`src/rtl/clock_div_ctrl_pkg.sv`:
```
// Shared definitions for the clock divider change controller:
// FSM state encoding, requester indices and the illegal divider code.
package clock_div_ctrl_pkg;

  typedef enum logic [1:0] {
    ST_IDLE   = 2'd0,
    ST_SETTLE = 2'd1,
    ST_ACK    = 2'd2
  } state_t;

  typedef enum logic {
    REQ_A = 1'b0,
    REQ_B = 1'b1
  } req_idx_t;

  // Divider code 1 makes clock_div output stuck low, so it is never applied.
  localparam int N_ILLEGAL = 1;

endpackage

```
`src/rtl/clock_div_ctrl_arb.sv`:
```
// Two-way round-robin arbiter. Grant is a one-hot decode of the valids;
// on contention the pointer picks the winner. Whenever a grant is taken
// (advance high) the pointer moves to the requester that did not win.
module clock_div_ctrl_arb
  import clock_div_ctrl_pkg::*;
(
  input  logic       clk,
  input  logic       resetb,
  input  logic [1:0] valid,
  input  logic       advance,
  output logic [1:0] grant
);

  req_idx_t ptr_reg;

  // Combinational grant: single requester wins outright, pointer breaks ties.
  always_comb begin
    grant = valid;
    if (valid == 2'b11) begin
      grant = (ptr_reg == REQ_A) ? 2'b01 : 2'b10;
    end
  end

  // Pointer update: favour the other requester after every taken grant.
  always_ff @(posedge clk or negedge resetb) begin
    if (!resetb) begin
      ptr_reg <= REQ_A;
    end else if (advance && (grant != 2'b00)) begin
      ptr_reg <= grant[0] ? REQ_B : REQ_A;
    end
  end

endmodule

```
`src/rtl/clock_div_ctrl.sv`:
```
// Clock divider change controller. Arbitrates N-change requests from two
// masters, rejects the stuck-low code, applies legal values to div_n and
// holds the acknowledge until the divider has had time to resynchronise.
// Optional feature: define CLK_DIV_CTRL_LOCK_EN to add lock_req/locked,
// a sticky lock that makes every later request complete with err=1.
module clock_div_ctrl
  import clock_div_ctrl_pkg::*;
#(
  parameter int SIZE          = 3,
  parameter int DEFAULT_N     = 2,
  parameter int SETTLE_CYCLES = 24
) (
  input  logic            clk,
  input  logic            resetb,
  input  logic            a_valid,
  input  logic [SIZE-1:0] a_n,
  output logic            a_ack,
  input  logic            b_valid,
  input  logic [SIZE-1:0] b_n,
  output logic            b_ack,
  output logic            err,
  output logic [SIZE-1:0] div_n,
  output logic            busy
`ifdef CLK_DIV_CTRL_LOCK_EN
  ,
  input  logic            lock_req,
  output logic            locked
`endif
);

  localparam int CW = $clog2(SETTLE_CYCLES + 1);

  state_t          state_reg, state_next;
  logic [CW-1:0]   cnt_reg, cnt_next;
  logic [SIZE-1:0] div_n_reg, div_n_next;
  req_idx_t        grantee_reg, grantee_next;
  logic            a_ack_reg, a_ack_next;
  logic            b_ack_reg, b_ack_next;
  logic            err_reg, err_next;
  logic            busy_reg, busy_next;

  logic [1:0]      grant;
  logic            advance;
  req_idx_t        grant_idx;
  logic [SIZE-1:0] n_sel;
  logic            reject;
  logic            locked_reg;

  clock_div_ctrl_arb u_arb (
    .clk     (clk),
    .resetb  (resetb),
    .valid   ({b_valid, a_valid}),
    .advance (advance),
    .grant   (grant)
  );

`ifdef CLK_DIV_CTRL_LOCK_EN
  // Sticky lock: set only by an idle cycle in which nothing was granted.
  always_ff @(posedge clk or negedge resetb) begin
    if (!resetb) begin
      locked_reg <= 1'b0;
    end else if ((state_reg == ST_IDLE) && (grant == 2'b00) && lock_req) begin
      locked_reg <= 1'b1;
    end
  end
  assign locked = locked_reg;
`else
  assign locked_reg = 1'b0;
`endif

  // Next-state and next-output logic for the IDLE/SETTLE/ACK sequencer.
  always_comb begin
    state_next   = state_reg;
    cnt_next     = cnt_reg;
    div_n_next   = div_n_reg;
    grantee_next = grantee_reg;
    a_ack_next   = 1'b0;
    b_ack_next   = 1'b0;
    err_next     = 1'b0;
    advance      = 1'b0;

    grant_idx = grant[1] ? REQ_B : REQ_A;
    n_sel     = (grant_idx == REQ_B) ? b_n : a_n;
    reject    = locked_reg || (n_sel == SIZE'(N_ILLEGAL));

    case (state_reg)
      ST_IDLE: begin
        if (grant != 2'b00) begin
          advance      = 1'b1;
          grantee_next = grant_idx;
          if (reject || (n_sel == div_n_reg)) begin
            // Nothing to apply: acknowledge on the next cycle.
            a_ack_next = (grant_idx == REQ_A);
            b_ack_next = (grant_idx == REQ_B);
            err_next   = reject;
            state_next = ST_ACK;
          end else begin
            div_n_next = n_sel;
            cnt_next   = CW'(SETTLE_CYCLES - 1);
            state_next = ST_SETTLE;
          end
        end
      end
      ST_SETTLE: begin
        if (cnt_reg != '0) begin
          cnt_next = cnt_reg - CW'(1);
        end else begin
          a_ack_next = (grantee_reg == REQ_A);
          b_ack_next = (grantee_reg == REQ_B);
          state_next = ST_ACK;
        end
      end
      ST_ACK: begin
        state_next = ST_IDLE;
      end
      default: begin
        state_next = ST_IDLE;
      end
    endcase

    busy_next = (state_next != ST_IDLE);
  end

  // State and output registers.
  always_ff @(posedge clk or negedge resetb) begin
    if (!resetb) begin
      state_reg   <= ST_IDLE;
      cnt_reg     <= '0;
      div_n_reg   <= SIZE'(DEFAULT_N);
      grantee_reg <= REQ_A;
      a_ack_reg   <= 1'b0;
      b_ack_reg   <= 1'b0;
      err_reg     <= 1'b0;
      busy_reg    <= 1'b0;
    end else begin
      state_reg   <= state_next;
      cnt_reg     <= cnt_next;
      div_n_reg   <= div_n_next;
      grantee_reg <= grantee_next;
      a_ack_reg   <= a_ack_next;
      b_ack_reg   <= b_ack_next;
      err_reg     <= err_next;
      busy_reg    <= busy_next;
    end
  end

  assign a_ack = a_ack_reg;
  assign b_ack = b_ack_reg;
  assign err   = err_reg;
  assign div_n = div_n_reg;
  assign busy  = busy_reg;

endmodule

```
`config.mk`:
```
export PLATFORM = sky130hd
export DESIGN_NAME = clock_div_ctrl
export DESIGN_NICKNAME = d
export VERILOG_FILES = /design/src/rtl/clock_div_ctrl_pkg.sv /design/src/rtl/clock_div_ctrl_arb.sv /design/src/rtl/clock_div_ctrl.sv
export SDC_FILE = /design/constraint.sdc
export NUM_CORES = 1
export LEC_CHECK = 0
export CORE_MARGIN = 2
export CORE_UTILIZATION = 44
export DETAILED_ROUTE_END_ITERATION = 16
export GPL_TIMING_DRIVEN = 1
export PLACE_DENSITY = 0.73
export SLEW_MARGIN = 20
export SYNTH_ARGS = -nofsm -noshare
export SYNTH_HDL_FRONTEND = slang
export SYNTH_HIERARCHICAL = 1
export SYNTH_SLANG_ARGS = --single-unit
export TNS_END_PERCENT = 30
```
`constraint.sdc`:
```
create_clock -name clk -period 1.9 [get_ports clk]
set_clock_uncertainty 0.1 [all_clocks]
set_input_delay 0.19 -clock clk [delete_from_list [all_inputs] [get_ports clk]]
set_output_delay 0.19 -clock clk [all_outputs]
set_load 0.02 [all_outputs]
```
==> flow_metrics.env <==
export IMPL_fin_crit_sh_pct=105
export IMPL_setup_viol=4
export IMPL_worst_pin_slew_ns=0.400
export IMPL_syn_cell_area_sq_um=825
export IMPL_cts_max_path_buffers=2
export IMPL_cp_arrival_ns=2.07
export IMPL_crit_path_max_fanout=6
export IMPL_drv_slew=0
export IMPL_max_freq_mhz=502
export IMPL_start_util_pct=47.2
export IMPL_viasPerCell=5.07
export IMPL_synth_seq_cells=16
export IMPL_largest_register_ffs=5
export IMPL_gr_usage_all_layers_pct=18.8
export IMPL_syn_num_nets=94
export IMPL_required_ns=1.98
export IMPL_yosysWarnings=6
export IMPL_drcViolationCount=0
export IMPL_maxCapViolations=0
export IMPL_dr_total_vias=725
export IMPL_powerDensity_nw_per_um2=1340
export IMPL_outcome="finished with violations"
export IMPL_grt_max_degree=17
export IMPL_rows=15
export IMPL_violations="setup timing"
export IMPL_netlist_top_cells_count="dfrtp_1 (15), nor2_1 (9), a31oi_1 (7), inv_1 (7), nand2_1 (7)"
export IMPL_fp_coreArea_sq_um=1750
export IMPL_yosysTopAreaCellShare_pct=45.5
export IMPL_ctsHoldBuffers=0
export IMPL_drtPass1Iterations=4
export IMPL_cts_made_buffers=3
export IMPL_whs_ns=0.0975
export IMPL_start_kind="primary input"
export IMPL_ir_drop_v=0.000781
export IMPL_synth_ff_type="dfrtp_1"
export IMPL_drt_total_wl_mm=1.80
export IMPL_hold_path_class="primary input to asynchronous set/reset pin"
export IMPL_root_buffer="clkbuf_4"
export IMPL_cts_sinks=16
export IMPL_die_h_microns=47.3
export IMPL_final_nets=131
export IMPL_cts_max_level=1
export IMPL_synthCells=82
export IMPL_first_iter_violations=19
export IMPL_yosys_area_top_type="dfrtp_1"
export IMPL_fin_crit_ns=1.99
export IMPL_tritoncts="done"
export IMPL_ys_types=29
export IMPL_grt_antenna_before_repair=0
export IMPL_io_pin_count=17
export IMPL_rsz0062_at_grt="yes"
export IMPL_hold_viol_final=0
export IMPL_grt_busiest_layer="met2"
export IMPL_gp_congestion=0.848
export IMPL_relSlewSlack_pct=73.0
export IMPL_ys_top_cells_by_area="dfrtp_1 (46%), a31oi_1 (5.3%), xor2_1 (4.2%)"
export IMPL_regToRegSetupSlack_ns=-0.09
export IMPL_use_met1_pct=22.0
export IMPL_seq_area_frac_synth_pct=48.7
export IMPL_path_clk_slew_ns=0.10
export IMPL_crit_path_end_kind="register"
export IMPL_met2_usage_pct=32.7
export IMPL_clk_latency_ns=0.29
export IMPL_grt_pass1_wl_mm=2.90
export IMPL_wl_per_cell_microns=12.6
export IMPL_crit_type="primary input to register"
export IMPL_io_buffers=16
export IMPL_syn_avg_cell_area_sq_um=10.1
export IMPL_first_global_vias=692
export IMPL_grt_use_met3_pct=3.46
export IMPL_power_total_mw=1.63
export IMPL_hpwl_mm=1.26
export IMPL_antenna_left=0
export IMPL_synth_most_common_cell="dfrtp_1"
export IMPL_finalNonFillerCells=143
export IMPL_dp_cells=137
export IMPL_antenna_cells=0
export IMPL_power_leakage_nw=0.543
export IMPL_die_w_microns=47.3
export IMPL_setup_slack_ns=-0.0919
export IMPL_die_area_sq_um=2240
export IMPL_synth_edff_count=0
export IMPL_grt_overflow_total=0
export IMPL_syn_to_final_growth_pct=47.0
export IMPL_synthArstFlopShare_pct=100
export IMPL_drive_above_1_share_pct=26.3
-- metal layers --
metal | vias up | share of wire [%]
li1 | 363 | -
met1 | 336 | 42
met2 | 22 | 52
met3 | 4 | 4.8
met4 | 0 | 1.6
met5 | - | 0
-- power by group --
part / switching, mW / total [mW] / leakage (nW) / internal [mW]
sequential: 0.0914 / 0.574 / 0.188 / 0.482
clock: 0.113 / 0.230 / 0.0210 / 0.117
combinational: 0.435 / 0.827 / 0.334 / 0.392
total: 0.640 / 1.63 / 0.543 / 0.991
-- through the flow --
stage                     area (sq um)  setup slack, ns  TNS [ns]  utilization [%]
final                             1210          -0.0919    -0.168             69.5
after global placement            1120           -0.335     -2.27             64.0
after detailed placement          1120           -0.408     -2.89             64.0
after global routing              1210           -0.159    -0.820             69.5
after floorplan                    825          0.00221         0                -
after CTS                         1180          -0.0639   -0.0821             67.5
-- final timing paths --
check / startpoint / endpoint / cells past startpoint
max in group asynchronous: resetb / div_n[1]$_DFFE_PN1P_ / 2
min reg2reg: grantee_reg$_DFFE_PN0P_ / a_ack$_DFF_PN0_ / 1
min: resetb / u_arb/ptr_reg$_DFFE_PN0P_ / 2
max reg2reg: u_arb/ptr_reg$_DFFE_PN0P_ / cnt_reg[3]$_DFFE_PN0P_ / 7
max: b_valid / cnt_reg[3]$_DFFE_PN0P_ / 7
min in group clk: grantee_reg$_DFFE_PN0P_ / a_ack$_DFF_PN0_ / 1
-- cell usage in the layout, fill, tap and decap left out --
cell and instances:
clkdlybuf4s50_1 16, buf_4 16, dfrtp_1 15, nor2_1 9, a31oi_1 7, nand2_1 7
inv_1 6, a21oi_1 4, xor2_1 3, clkbuf_4 3, mux2i_4 2, nor4b_2 2
nor2b_1 2, o21ai_1 2, nand2b_1 2, ha_1 2, o21ai_0 1, mux2i_2 1
xor2_2 1, nor4b_1 1, o32ai_1 1, nor4bb_1 1, or2_1 1, nand3_1 1
a311o_2 1, nor3b_1 1, xnor2_1 1, nand4_1 1, nor3_1 1, a31o_1 1
clkbuf_8 1, dfstp_2 1, buf_6 1, a21boi_0 1, inv_2 1, a21boi_2 1
-- critical path, cell delays in order --
cell and delay, ns:
clkdlybuf4s50_1 0.48, a21boi_2 0.17, buf_6 0.16, mux2i_4 0.28, xor2_2 0.12, a311o_2 0.45
a31o_1 0.22
-- logic make-up after synthesis --
logic type      share of synthesized area [%]
buf+inv                                  4.55
compound gates                           14.9
fa+ha+maj                                3.03
simple gates                             19.9
flops                                    48.7
mux                                      3.64
xor+xnor                                 5.31
-- area by class of cell --
type                       instances  area (sq um)
fill                             132           533
multi-input combinational         58           425
sequential                        16           402
timing repair buffer              33           292
clock buffer                       4          36.3
tap                               25          31.3
inverter                           7          26.3
-- repair_timing --
| item | in CTS | in global routing |
|---|---|---|
| cloned | 0 | 0 |
| pin swaps | 1 | 3 |
| gates resized for setup | 4 | 5 |
| setup buffers | 0 | 2 |
| endpoints found under the setup margin | 5 | 11 |
(Power assumes the default switching activity.)
